<file path="src/rtl/aq_gemac_rx_reader.sv">
// aq_gemac_rx_reader
//   Drains complete frames from the aq_gemac RX buffer and re-emits the payload
//   as a valid/ready 32-bit stream with last/keep framing. The header word of
//   each frame is read and discarded. Frames of length 0 or longer than MAX_LEN
//   are dropped and flagged on err_pulse.
//
// Optional feature macro: AQ_GEMAC_RX_DROP_ERR_EN
//   Defined   : frames whose latched status[1:0] != 0 are read out of the buffer
//               but not forwarded; err_pulse fires when the frame is finished.
//   Undefined : such frames are forwarded normally, with frame_status carrying
//               the error bits.
//
// Ports
//   clk, rst_n        clock, asynchronous active-low reset
//   rx_buff_valid     a complete frame is waiting in the RX buffer
//   rx_buff_length    frame byte length
//   rx_buff_status    frame status (bit0 CRC error, bit1 length error)
//   rx_buff_re        read enable, one word per cycle
//   rx_buff_data      read data, RD_LATENCY cycles after rx_buff_re
//   m_valid/m_ready   output handshake
//   m_data            payload, byte n in bits [8n+7:8n]
//   m_keep            byte enables, 4'hF except on the last word
//   m_last            last word of the frame
//   frame_status      status latched at frame start
//   frame_len         length latched at frame start
//   err_pulse         one-cycle pulse when a frame is dropped
//
// state | meaning
// IDLE  | waiting for rx_buff_valid
// HDR   | one-cycle header read, word discarded on return
// BODY  | payload reads, gated by FIFO credit
// FLUSH | waiting for reads still in flight to land

module aq_gemac_rx_reader #(
    parameter int RD_LATENCY = 1,
    parameter int FIFO_DEPTH = 4,
    parameter int MAX_LEN    = 1518
) (
    input  logic        clk,
    input  logic        rst_n,
    input  logic        rx_buff_valid,
    input  logic [15:0] rx_buff_length,
    input  logic [15:0] rx_buff_status,
    output logic        rx_buff_re,
    input  logic [31:0] rx_buff_data,
    output logic        m_valid,
    input  logic        m_ready,
    output logic [31:0] m_data,
    output logic [3:0]  m_keep,
    output logic        m_last,
    output logic [15:0] frame_status,
    output logic [15:0] frame_len,
    output logic        err_pulse
);

    localparam int AW = $clog2(FIFO_DEPTH);
    localparam int CW = AW + 1;

    typedef enum logic [1:0] {IDLE, HDR, BODY, FLUSH} state_t;

    state_t state, state_nx;

    logic [11:0]           wc;
    logic [11:0]           rd_cnt;
    logic                  len_bad;
    logic                  drop;
    logic                  err_nx;
    logic                  issue_push;
    logic                  issue_last;
    logic                  credit_ok;
    logic [2:0]            inflight;
    logic [CW:0]           free_cnt;
    logic [3:0]            keep_last;

    // Read-return pipeline: valid, "push to FIFO" and "last payload word" tags.
    logic [RD_LATENCY-1:0] pv;
    logic [RD_LATENCY-1:0] pp;
    logic [RD_LATENCY-1:0] pl;

    logic [31:0]           mem_data [FIFO_DEPTH];
    logic [3:0]            mem_keep [FIFO_DEPTH];
    logic                  mem_last [FIFO_DEPTH];
    logic [AW-1:0]         wr_ptr;
    logic [AW-1:0]         rd_ptr;
    logic [CW-1:0]         count;
    logic                  push;
    logic                  pop;

`ifdef AQ_GEMAC_RX_DROP_ERR_EN
    assign drop = |frame_status[1:0];
`else
    assign drop = 1'b0;
`endif

    always_comb begin
        inflight = '0;
        for (int i = 0; i < RD_LATENCY; i++) begin
            inflight = inflight + {2'b00, pv[i]};
        end
    end

    // Header reads are counted as in-flight too, which keeps the rule simple
    // and only costs a credit for one cycle at frame start.
    assign free_cnt  = (CW+1)'(FIFO_DEPTH) - {1'b0, count};
    assign credit_ok = free_cnt > (CW+1)'(inflight);

    always_comb begin
        case (frame_len[1:0])
            2'd1:    keep_last = 4'h1;
            2'd2:    keep_last = 4'h3;
            2'd3:    keep_last = 4'h7;
            default: keep_last = 4'hF;
        endcase
    end

    always_comb begin
        state_nx   = state;
        rx_buff_re = 1'b0;
        issue_push = 1'b0;
        issue_last = 1'b0;
        err_nx     = 1'b0;
        case (state)
            IDLE: begin
                if (rx_buff_valid) state_nx = HDR;
            end
            HDR: begin
                rx_buff_re = 1'b1;
                if (len_bad) begin
                    err_nx   = 1'b1;
                    state_nx = FLUSH;
                end else begin
                    state_nx = BODY;
                end
            end
            BODY: begin
                if (credit_ok) begin
                    rx_buff_re = 1'b1;
                    issue_push = !drop;
                    issue_last = (rd_cnt == wc - 12'd1);
                    if (rd_cnt == wc - 12'd1) state_nx = FLUSH;
                end
            end
            FLUSH: begin
                if (inflight == 3'd0) begin
                    err_nx   = drop && !len_bad;
                    state_nx = IDLE;
                end
            end
            default: state_nx = IDLE;
        endcase
    end

    always_ff @(posedge clk or negedge rst_n) begin
        if (!rst_n) begin
            state        <= IDLE;
            frame_len    <= '0;
            frame_status <= '0;
            wc           <= '0;
            len_bad      <= 1'b0;
            rd_cnt       <= '0;
            err_pulse    <= 1'b0;
            pv           <= '0;
            pp           <= '0;
            pl           <= '0;
        end else begin
            state     <= state_nx;
            err_pulse <= err_nx;
            if (state == IDLE && rx_buff_valid) begin
                frame_len    <= rx_buff_length;
                frame_status <= rx_buff_status;
                wc           <= rx_buff_length[13:2] + {11'd0, |rx_buff_length[1:0]};
                len_bad      <= (rx_buff_length == 16'd0) ||
                                (rx_buff_length > 16'(MAX_LEN));
                rd_cnt       <= '0;
            end else if (state == BODY && rx_buff_re) begin
                rd_cnt <= rd_cnt + 12'd1;
            end
            pv[0] <= rx_buff_re;
            pp[0] <= issue_push;
            pl[0] <= issue_last;
            for (int i = 1; i < RD_LATENCY; i++) begin
                pv[i] <= pv[i-1];
                pp[i] <= pp[i-1];
                pl[i] <= pl[i-1];
            end
        end
    end

    assign push = pv[RD_LATENCY-1] && pp[RD_LATENCY-1];
    assign pop  = m_valid && m_ready;

    always_ff @(posedge clk) begin
        if (push) begin
            mem_data[wr_ptr] <= rx_buff_data;
            mem_keep[wr_ptr] <= pl[RD_LATENCY-1] ? keep_last : 4'hF;
            mem_last[wr_ptr] <= pl[RD_LATENCY-1];
        end
    end

    always_ff @(posedge clk or negedge rst_n) begin
        if (!rst_n) begin
            wr_ptr <= '0;
            rd_ptr <= '0;
            count  <= '0;
        end else begin
            if (push) wr_ptr <= wr_ptr + AW'(1);
            if (pop)  rd_ptr <= rd_ptr + AW'(1);
            if (push && !pop)      count <= count + CW'(1);
            else if (pop && !push) count <= count - CW'(1);
        end
    end

    // Outputs are gated so they read as zero whenever the FIFO is empty.
    assign m_valid = (count != '0);
    assign m_data  = m_valid ? mem_data[rd_ptr] : 32'd0;
    assign m_keep  = m_valid ? mem_keep[rd_ptr] : 4'd0;
    assign m_last  = m_valid ? mem_last[rd_ptr] : 1'b0;

endmodule
</file>
<file path="config.mk">
export PLATFORM = sky130hd
export DESIGN_NAME = aq_gemac_rx_reader
export DESIGN_NICKNAME = d
export VERILOG_FILES = /design/src/rtl/aq_gemac_rx_reader.sv
export SDC_FILE = /design/constraint.sdc
export NUM_CORES = 1
export LEC_CHECK = 0
export ABC_AREA = 1
export CORE_UTILIZATION = 60
export CTS_BUF_LIST = sky130_fd_sc_hd__clkbuf_4 sky130_fd_sc_hd__clkbuf_8
export CTS_CLUSTER_SIZE = 30
export DETAILED_ROUTE_END_ITERATION = 16
export HOLD_SLACK_MARGIN = 0.1
export MAX_ROUTING_LAYER = met4
export PLACE_DENSITY = 0.87
export SYNTH_ARGS = -nofsm -noshare
export SYNTH_HDL_FRONTEND = slang
export SYNTH_SLANG_ARGS = --single-unit
</file>
<file path="constraint.sdc">
create_clock -name clk -period 7.1 [get_ports clk]
set_input_delay 1.42 -clock clk [delete_from_list [all_inputs] [get_ports clk]]
set_output_delay 1.42 -clock clk [all_outputs]
set_load 0.02 [all_outputs]
</file>
# --- After elaboration in Yosys (flattened, before gate mapping) ---
# Memory sizes are Yosys's and may differ from the RTL's.
# Index checks and enable logic that the tools add are counted.
word_totals:
  mem_bits_rw: 148
  latch_bits: 0
  n_memories: 3
  rom_bits: 0
  wordCells: 78
  output_inout_bits: 72
  ff_bits: 70
  input_bits: 68
op_classes:
  mul: 0
  magnitude_cmp: 2
  n_eq_ne: 11
  mux: 24
  shift: 0
  n_reduce_logical: 17
  n_bitwise: 0
  div_mod_pow: 0
  n_addsub: 8
memory_table:
  columns: ["name", "words", "word_bits", "read_ports", "rd_clocked_by_memory_dff", "write_ports", "line_no", "text"]
  rows:
  - ["mem_data", 4, 32, 1, 0, 1, "80", "logic [31:0] mem_data [FIFO_DEPTH];"]
  - ["mem_keep", 4, 4, 1, 0, 1, "81", "logic [3:0] mem_keep [FIFO_DEPTH];"]
  - ["mem_last", 4, 1, 1, 0, 1, "82", "logic mem_last [FIFO_DEPTH];"]
op_table:
  columns: ["operator", "count"]
  rows:
  - ["$mux 32", 1]
  - ["$mux 12", 2]
  - ["$gt 16x11->1 const B", 1]
  - ["$logic_not 16->1", 1]
  - ["$add 12x1->12", 1]
  - ["$add 12x1->12 const B", 1]
  - ["$eq 12x12->1", 1]
  - ["$pmux 4 s3", 1]
  - ["$sub 12x1->12 const B", 1]
  - ["$mux 1", 10]
  - ["$eq 2x2->1 const B", 4]
  - ["$mux 2", 4]
  - ["$mux 4", 2]
  - ["$ne 2x2->1 const B", 4]
  - ["$pmux 2 s4", 1]
  - ["$logic_and 1x1->1", 6]
  - ["$mux 3", 2]
  - ["$add 2x1->2 const B", 2]
  - ["$eq 2x1->1 const B", 2]
  - ["$gt 4x1->1", 1]
  - ["$reduce_and 4->1", 1]
  - ["$reduce_bool 2->1", 2]
  - ["$sub 3x3->4 const A", 1]
  - ["$add 3x1->3 const B", 1]
  - ["other kinds (8)", 9]

# --- Logic depth before layout (Yosys ltp) ---
# Gate-level depths: netlist (run 1).
logic_depth:
  depth_word: 7
  mapped_depth: 15

# --- Worst setup path after synthesis (run 1) ---
# No wires, ideal clock.
synth_timing:
  kind: "reg-to-output"
  startpoint: "register count[0]"
  endpoint: "output port m_data[10]"
  path_slack_ns: 4.105
  arrival_time_ns: 1.575
  required_ns: 5.680
  path_stages_with_launch: 7
  cell_sequence: "dfrtp_1 > inv_1 > ha_1 > ha_1 > clkbuf_1 > clkbuf_1 > a21oi_1"
synth_via:
  elab_chain_len: 2
synth_rtl:
  columns: ["item", "line_no", "text"]
  rows:
  - ["start: declaration", "85", "logic [CW-1:0] count;"]
  - ["start signal: assignment", "208", "if (push && !pop) count <= count + CW'(1);"]
  - ["start signal: assignment", "209", "else if (pop && !push) count <= count - CW'(1);"]
  - ["$reduce_bool 3->1", "214", "assign m_valid = (count != '0);"]
  - ["$mux 32", "215", "assign m_data = m_valid ? mem_data[rd_ptr] : 32'd0;"]
  - ["end: declaration", "48", "output logic [31:0] m_data,"]
# No other way between the ends.

# --- Final worst setup path (run 1) ---
layout_timing:
  startpoint: "register rd_ptr[0]"
  endpoint: "output port m_data[26]"
layout_via:
  elab_chain_len: 2
layout_rtl:
  columns: ["item", "line_no", "text"]
  rows:
  - ["start: declaration", "84", "logic [AW-1:0] rd_ptr;"]
  - ["start signal: assignment", "207", "if (pop) rd_ptr <= rd_ptr + AW'(1);"]
  - ["$mem_v2 4x32", null, null]
  - ["$mux 32", "215", null]
# No other way between the ends.

==> impl_metrics.tcl, run 1 <==
set metrics [dict create \
    worstPathRequired_ns 5.68 \
    max_stage_delay_ns 0.76 \
    clk_pin_slew_worst_paths_ns 0.06 \
    tightest_slew_ns 1.17 \
    layout_common_cells "189 x nor2_1, 171 x nand2_1, 144 x edfxtp_1" \
    cts.path.max_buffers 3 \
    ys_types 39 \
    finClkSkew_ns 0.0355 \
    crit_path_top_delay_cell "inv_2" \
    ant_nets 0 \
    cts_tree "yes" \
    io_pins 140 \
    worstSetupPathType "reg2out" \
    slew_violations 0 \
    synth.yosys.seq_area_share_pct 63.9 \
    timing.critical_path.cells "inv_2 > o21ai_0 > a21oi_1 > clkdlybuf4s50_1" \
    slew_headroom_pct 21.5 \
    layout_setup_ws_ns 2.85 \
    drt_first_pass_iters 5 \
    ys.flop_type "edfxtp_1" \
    cts_root_buffer "clkbuf_8" \
    syn_area_um2 9500 \
    power_mw 5.02 \
    vias 7303 \
    h-tree-depth 2 \
    cellLeakagePower_nw 4.74 \
    crit_family "buffers and inverters" \
    start_util_pct 62.0 \
    crit_path_start_kind "register" \
    drive_above_1_share_pct 8.61 \
    pre_cts_ws_ns 3.37 \
    ys_warn_count 0 \
    critPathBufInv 2 \
    fin_setup_tns_ns 0 \
    fin_nets 1188 \
    max-vdd-ir-drop_mv 0.265 \
    placementRows 45 \
    status "complete, no violations" \
    clock_sinks 214 \
    worst_ep_arrival_time_ns 2.83 \
    grt_pass1_vias 7307 \
    port-buffer-count 139 \
    async_flop_share_pct 32.7 \
    antenna_found_initial 0 \
    postCtsSetupBuffers 0 \
    diodes 0 \
    final_cells 1338 \
    cts_hold_buffers 0 \
    grt_overflow 0 \
    min_from "frame_len[10]" \
    cp-end-kind "output pin" \
    timing.rr.start "count[0]" \
    place_congestion 0.894 \
    setup_viol 0 \
    drc 0 \
    hpwl_um 13200 \
    clkLatencyLatePin_ns 0.54 \
    die_area_um2 16300 \
    hold_class "reg2reg" \
    dieWidth_um 128 \
    p_per_area_nw_per_um2 424 \
    numCtsBuffers 35 \
    timing.fmax_mhz 235 \
    postRouteWirelength_um 21200 \
    core-area_um2 15300 \
    wl_per_cell_um 15.9 \
    ys_seq_elements 214 \
    grt_max_degree 74 \
    final_common_cell "nor2_1" \
    fin_crit_ns 4.25 \
    drt_iter0_drc 616 \
    syn_to_final_growth_pct 24.6 \
    synth_edf_count 144 \
    grt_usage_pct 27.9 \
    via_per_inst 5.46 \
    hold_viol 0 \
    syn_inst 955 \
    fin_crit_sh_pct 59.9 \
    dp.cells 1274 \
    synthesis.nets 1043 \
    maxCapViolations 0 \
    syn_area_per_cell_um2 9.95 \
    grt_pass1_wl_um 34400 \
    worstSetupStartpoint "rd_ptr[0]" \
    crit_fanout 73 \
    cts-resized-gates 0 \
    die_h_um 128 \
    rsz0062_at_grt "no" \
]
## area by class of cell
| type | instances | area [um^2] |
|---|---|---|
| tap | 211 | 264 |
| clock inverter | 6 | 60.1 |
| sequential | 214 | 6080 |
| inverter | 69 | 259 |
| timing repair buffer | 147 | 1450 |
| fill | 969 | 3480 |
| multi-input combinational | 633 | 3040 |
| clock buffer | 58 | 686 |
## kinds of logic (layout without fill, tap and decap cells)
family	after synthesis	in the layout	synth area share, %
compound gates	157	157	8.70
xor+xnor	12	12	1.11
fa+ha+maj	20	20	2.71
buf+inv	108	280	4.40
flops	214	214	63.9
simple gates	444	444	19.1
## flip-flops by register name, indices dropped and copies added, names as in the netlist
signal	count
rd_cnt	12
err_pulse	1
rd_ptr	2
wc	12
len_bad	1
count	3
mem_last	4
frame_len	16
mem_data	128
pp	1
mem_keep	12
pv	1
state	2
frame_status	16
pl	1
wr_ptr	2
## Yosys cell counts, types with 3 or more instances
library cell | count | area, um^2
clkbuf_1 | 29 | 109
ha_1 | 19 | 238
xor2_1 | 10 | 87.6
o21ai_0 | 86 | 430
inv_1 | 64 | 240
o21ai_1 | 12 | 60.1
nor2_1 | 193 | 724
o211ai_1 | 4 | 30.0
nor2_2 | 6 | 37.5
nand2_1 | 172 | 646
dfrtp_1 | 70 | 1750
nor4_1 | 4 | 25.0
nand3_1 | 41 | 205
nor3_1 | 10 | 50.1
nand4_1 | 5 | 31.3
buf_1 | 7 | 26.3
inv_2 | 3 | 11.3
a21oi_1 | 46 | 230
edfxtp_1 | 144 | 4320
nand2_2 | 5 | 31.3
## path summary, 6_finish.rpt
kind / end / slack, ns / depth (start not counted)
setup / recovery: m_data[26] / 2.85 / 4
hold / removal: frame_len[10] / 0.48 / 2
setup reg to reg: count[2] / 4.33 / 12
hold reg to reg: frame_len[10] / 0.48 / 2
max in group asynchronous: rd_ptr[0] / 5.41 / 1
min in group asynchronous: frame_status[3] / 1.04 / 1
## power breakdown
group          total [mW]  switching (mW)  internal [mW]  leakage, nW
Combinational        2.22            1.34          0.883         2.16
Clock                1.12           0.475          0.648        0.399
Sequential           1.67           0.138           1.54         2.18
Total                5.02            1.95           3.07         4.74
## stage by stage
step / instance area, um^2 / hold WS (ns) / util (%)
after floorplan: 9500 / 0.447 / -
after global placement: 11100 / 0.461 / 72.4
after detailed placement: 11100 / 0.468 / 72.4
after CTS: 11800 / 0.482 / 77.3
after global routing: 11800 / 0.494 / 77.3
final: 11800 / 0.479 / 77.3
## layer usage
metal | share of wire [%] | global-route usage, % | routed length [um] | vias to the layer above
li1 | - | - | - | 3494
met3 | 6.1 | 4.55 | 1290 | 55
met4 | 3.1 | 13.5 | 662 | 0
met5 | 0 | - | 0 | -
met1 | 41 | 32.4 | 8600 | 3483
met2 | 50 | 47.4 | 10700 | 271
## tightest hold or removal path, stage by stage, from the launching register on
cell	delay [ns]
dfrtp_1	0.34
nand2_1	0.05
nand2_1	0.06
(Power assumes the default switching activity.)
==> inputs of run 2 (changes only) <==
- CORE_UTILIZATION: 60 -> 56
- PLACE_DENSITY: 0.87 -> 0.82
- clock period: 7.1 -> 4.1 ns (I/O delays scaled with it)
==> impl_metrics.tcl, run 2 (same netlist as run 1, synthesis figures left out) <==
set metrics [dict create \
    postRouteWirelength_um 21100 \
    p_seq_share_pct 33.5 \
    antenna_found_initial 0 \
    crit_fanout 73 \
    worst_ep_arrival_time_ns 2.75 \
    rsz0062_at_grt "no" \
    finClkSkew_ns 0.0196 \
    fin_crit_ns 3.57 \
    setup_viol 0 \
    p_sw_mw 3.37 \
    core-area_um2 16600 \
    crit_path_start_kind "register" \
    top_register "mem_data" \
    fin_nets 1190 \
    syn_to_final_growth_pct 24.7 \
    pre_cts_ws_ns 1.05 \
    layout_common_cells "189 x nor2_1, 171 x nand2_1, 144 x edfxtp_1" \
    postCtsSetupBuffers 0 \
    hold_viol 0 \
    cts.path.max_buffers 3 \
    status "complete, no violations" \
    port-buffer-count 139 \
    die_h_um 132 \
    drt_first_pass_iters 5 \
    numCtsBuffers 36 \
    die_area_um2 17500 \
    largest_reg_flops 128 \
    num-fill-cells 1210 \
    p_per_area_nw_per_um2 730 \
    layout_setup_ws_ns 0.533 \
    dieWidth_um 132 \
    place_congestion 0.905 \
    fin_crit_sh_pct 87.0 \
    switching_share_pct 39.0 \
    grt_pass1_wl_um 33800 \
    cts_tree "yes" \
    drc 0 \
    via_per_inst 5.36 \
    internal_power_mw 5.28 \
    vias 7231 \
    h-tree-depth 2 \
    max-vdd-ir-drop_mv 0.408 \
    clkLatencyLatePin_ns 0.51 \
    drive_above_1_share_pct 8.60 \
    hpwl_um 13300 \
    placementRows 47 \
    grt_pass1_vias 6968 \
    timing.fmax_mhz 280 \
    clk_pin_slew_worst_paths_ns 0.06 \
    io_pins 140 \
    cp-end-kind "output pin" \
    pwr-share-comb_pct 44.7 \
    p_clk_share_pct 21.8 \
    drt_iter0_drc 489 \
    clock_sinks 214 \
    cts_root_buffer "clkbuf_8" \
    ant_nets 0 \
    worstSetupPathType "reg2out" \
    top_regs "mem_data (128), frame_len (16), frame_status (16)" \
    fin_setup_tns_ns 0 \
    wl_per_cell_um 15.6 \
    hold_class "in2async" \
    worstPathRequired_ns 3.28 \
    diodes 0 \
    slew_headroom_pct 22.4 \
    cts_hold_buffers 0 \
    grt_overflow 0 \
    grt_usage_pct 25.2 \
    cellLeakagePower_nw 4.72 \
    start_util_pct 57.3 \
    multiInputGateArea_um2 3040 \
    tightest_slew_ns 1.16 \
    cts-resized-gates 0 \
    maxCapViolations 0 \
    grt_max_degree 74 \
    seqCellArea_um2 6080 \
    slew_violations 0 \
    final_common_cell "nor2_1" \
]
[run 2: cell types whose count changed in the layout (fill, tap and decap cells not counted)]
cell,before,now
clkbuf_4,18,15
clkbuf_8,40,38
clkinv_1,3,5
clkinvlp_4,1,3
buf_12,0,1
clkinv_2,2,3
ha_1,19,18
ha_2,0,1
[run 2: through the flow]
stage               utilization [%]  power, mW  std cells  hold WS [ns]  area [um^2]
floorplan                         -       5.27        955         0.447         9500
global placement               67.1       6.68       1284         0.461        11100
detailed placement             67.1       6.78       1284         0.464        11100
CTS                            71.4       8.69       1348         0.454        11800
global route                   71.4       9.20       1348         0.498        11800
finish                         71.4       8.64       1348         0.435        11800
[run 2: worst paths after layout]
check,depth (start not counted),slack [ns],start,end
hold / removal,1,0.44,rst_n,rd_ptr[1]
max in group asynchronous,1,3.06,rst_n,rd_ptr[0]
hold reg to reg,2,0.48,frame_status[13],frame_status[13]
min in group clk,2,0.48,frame_status[13],frame_status[13]
setup / recovery,6,0.53,rd_ptr[0],m_last
setup reg to reg,11,1.11,count[0],count[2]
[run 2: critical path, cell delays in order, from the launching register on]
cell and delay, ns:
dfrtp_2 0.36, buf_4 0.62, nor2_1 0.11, nor2_1 0.11, o21ai_0 0.12, a21oi_1 0.22
clkdlybuf4s50_1 0.68
[run 2: layout make-up]
cell class / count / share of cell area [%]
clock inverters: 11 / 0.739
multi-input cells: 633 / 25.7
inverters: 69 / 2.19
repair buffers: 148 / 12.4
well taps: 220 / 2.32
flip-flops and latches: 214 / 51.3
clock buffers: 53 / 5.37
[run 2: routing by layer]
metal | wire length (um) | track usage (%)
met5 | 0 | -
met2 | 10700 | 43.0
met3 | 1270 | 4.11
met4 | 382 | 8.05
met1 | 8750 | 30.7
[run 2: power groups by stage]
| stage | registers [mW] | clock network (mW) | logic [mW] |
|---|---|---|---|
| after floorplan | 3.07 | 0 | 2.20 |
| after global placement | 2.92 | 0 | 3.76 |
| after detailed placement | 2.93 | 0 | 3.85 |
| after CTS | 2.89 | 1.92 | 3.88 |
| after global routing | 2.93 | 2.02 | 4.24 |
| final | 2.89 | 1.89 | 3.86 |
==> inputs of run 3 (changes only) <==
- CAP_MARGIN: default -> 20
- clock period: 4.1 -> 3.3 ns (I/O delays scaled with it)
==> impl_metrics.tcl, run 3 (same netlist as run 1, synthesis figures left out) <==
set metrics [dict create \
    placementRows 47 \
    ant_nets 0 \
    num-fill-cells 1203 \
    grtUsageMet3_pct 3.96 \
    clock_sinks 214 \
    r2r_cells 11 \
    port-buffer-count 139 \
    worstSetupPathType "reg2out" \
    timing.critical_path.cells "inv_1 > ha_1 > ha_4 > buf_6 > a21oi_1 > clkdlybuf4s50_1" \
    antenna_found_initial 0 \
    slew_headroom_pct 39.9 \
    max_stage_delay_ns 0.63 \
    h-tree-depth 2 \
    final_cells 1356 \
    maxCapViolations 0 \
    cts_tree "yes" \
    place_congestion 0.930 \
    holdWs_ns 0.269 \
    setup_viol 0 \
    hold_class "in2async" \
    pre_cts_ws_ns 0.490 \
    grt_pass1_vias 7026 \
    clk_pin_slew_worst_paths_ns 0.06 \
    core-area_um2 16600 \
    fin_setup_tns_ns 0 \
    worst_ep_arrival_time_ns 2.49 \
    rsz0062_at_grt "no" \
    final_common_cell "nor2_1" \
    crit_family "buffers and inverters" \
    postCtsSetupBuffers 0 \
    start_util_pct 57.3 \
    grt_use_met1_pct 30.9 \
    slew_violations 0 \
    wl_per_cell_um 15.6 \
    p_clk_share_pct 22.5 \
    worstPathRequired_ns 2.64 \
    vias 7229 \
    hpwl_um 13400 \
    dieWidth_um 132 \
    largest_reg_flops 128 \
    fin_util_pct 72.2 \
    crit_path_start_kind "register" \
    fin_crit_sh_pct 95.6 \
    crit_fanout 25 \
    top_regs "mem_data (128), frame_len (16), frame_status (16)" \
    grt-busiest-layer "met2" \
    cellLeakagePower_nw 4.87 \
    via_per_inst 5.33 \
    cts_hold_buffers 0 \
    internal_power_mw 6.68 \
    dp.cells 1290 \
    top_register "mem_data" \
    pwr-share-comb_pct 44.3 \
    drt_iter0_drc 499 \
    layout_setup_ws_ns 0.145 \
    drive_above_1_share_pct 9.33 \
    max-vdd-ir-drop_mv 0.574 \
    tightest_slew_ns 0.902 \
    cts_root_buffer "clkbuf_8" \
    p_per_area_nw_per_um2 909 \
    switching_share_pct 38.7 \
    postRouteWirelength_um 21100 \
    cts.path.max_buffers 3 \
    grt_overflow 0 \
    die_h_um 132 \
    use_met2_pct 43.8 \
    p_seq_share_pct 33.3 \
    path_depth 6 \
    syn_to_final_growth_pct 26.1 \
    grt_usage_pct 25.6 \
    fin_nets 1196 \
    grt_max_degree 71 \
    die_area_um2 17500 \
    numCtsBuffers 36 \
    fin_crit_ns 3.15 \
    drt_first_pass_iters 5 \
    io_pins 140 \
    status "complete, no violations" \
    diodes 0 \
    p_sw_mw 4.22 \
    layout_common_cells "189 x nor2_1, 171 x nand2_1, 144 x edfxtp_1" \
    critPathBufInv 3 \
    hold_viol 0 \
    cp-end-kind "output pin" \
    timing.fmax_mhz 317 \
    grt_pass1_wl_um 34300 \
    clkLatencyLatePin_ns 0.52 \
    drc 0 \
    crit_path_top_delay_cell "clkdlybuf4s50_1" \
    finClkSkew_ns 0.0106 \
]
==> run 3: cell types whose count changed in the layout (fill, tap and decap cells not counted), sizes merged <==
cell	delta
inv	-2
buf	+6
dlymetal6s2s	+7
clkbuf	+6
clkinv	-1
clkinvlp	-1
dlygate4sd2	+5
clkdlybuf4s50	-12
==> run 3: path summary, 6_finish.rpt <==
check                                  from                to  slack, ns
max                                count[0]        m_data[11]       0.15
min reg2reg                frame_status[14]  frame_status[14]       0.48
max reg2reg                        count[0]          count[2]       0.77
max in group asynchronous             rst_n         rd_ptr[1]       2.38
min in group clk           frame_status[14]  frame_status[14]       0.48
min                                   rst_n         rd_cnt[8]       0.27
==> run 3: per-layer routing <==
layer / routed length (um) / vias to the layer above / part of all wire (%)
met5: 0 / - / 0
met4: 455 / 0 / 2.2
met3: 1150 / 44 / 5.4
met2: 10800 / 229 / 51
met1: 8680 / 3445 / 41
li1: - / 3511 / -
==> run 3: cell type report <==
cell class | instances | area, um^2 | area share [%]
clock buffers | 59 | 706 | 5.89
inverters | 69 | 260 | 2.17
repair buffers | 154 | 1550 | 12.9
clock inverters | 7 | 61.3 | 0.512
multi-input cells | 633 | 3050 | 25.5
well taps | 220 | 275 | 2.30
flip-flops and latches | 214 | 6080 | 50.7
==> run 3: worst reg2reg max path, stage by stage, from the launching register on <==
cell and delay (ns):
dfrtp_1 0.43, inv_1 0.11, ha_1 0.20, ha_4 0.26
inv_1 0.12, nand2_1 0.13, ha_1 0.17, inv_1 0.08
fa_1 0.40, a21oi_1 0.20, o21ai_0 0.13, xor2_1 0.16
==> run 3: repair_timing <==
item,4_1_cts,5_1_grt
pin swaps,0,0
gates resized for setup,6,11
setup endpoints to repair,11,32
==> run 3: power by group through the flow <==
stage	combinational, mW	clock (mW)	sequential, mW
detailed placement	4.82	0	3.66
global placement	4.72	0	3.65
finish	4.82	2.45	3.63
CTS	4.83	2.48	3.62
global route	5.32	2.61	3.67
floorplan	2.73	0	3.81
==> run 3: through the flow <==
| step | power [mW] | instance area, um^2 |
|---|---|---|
| finish | 10.9 | 12000 |
| global route | 11.6 | 12000 |
| CTS | 10.9 | 11900 |
| detailed placement | 8.49 | 11200 |
| global placement | 8.37 | 11200 |
| floorplan | 6.55 | 9500 |
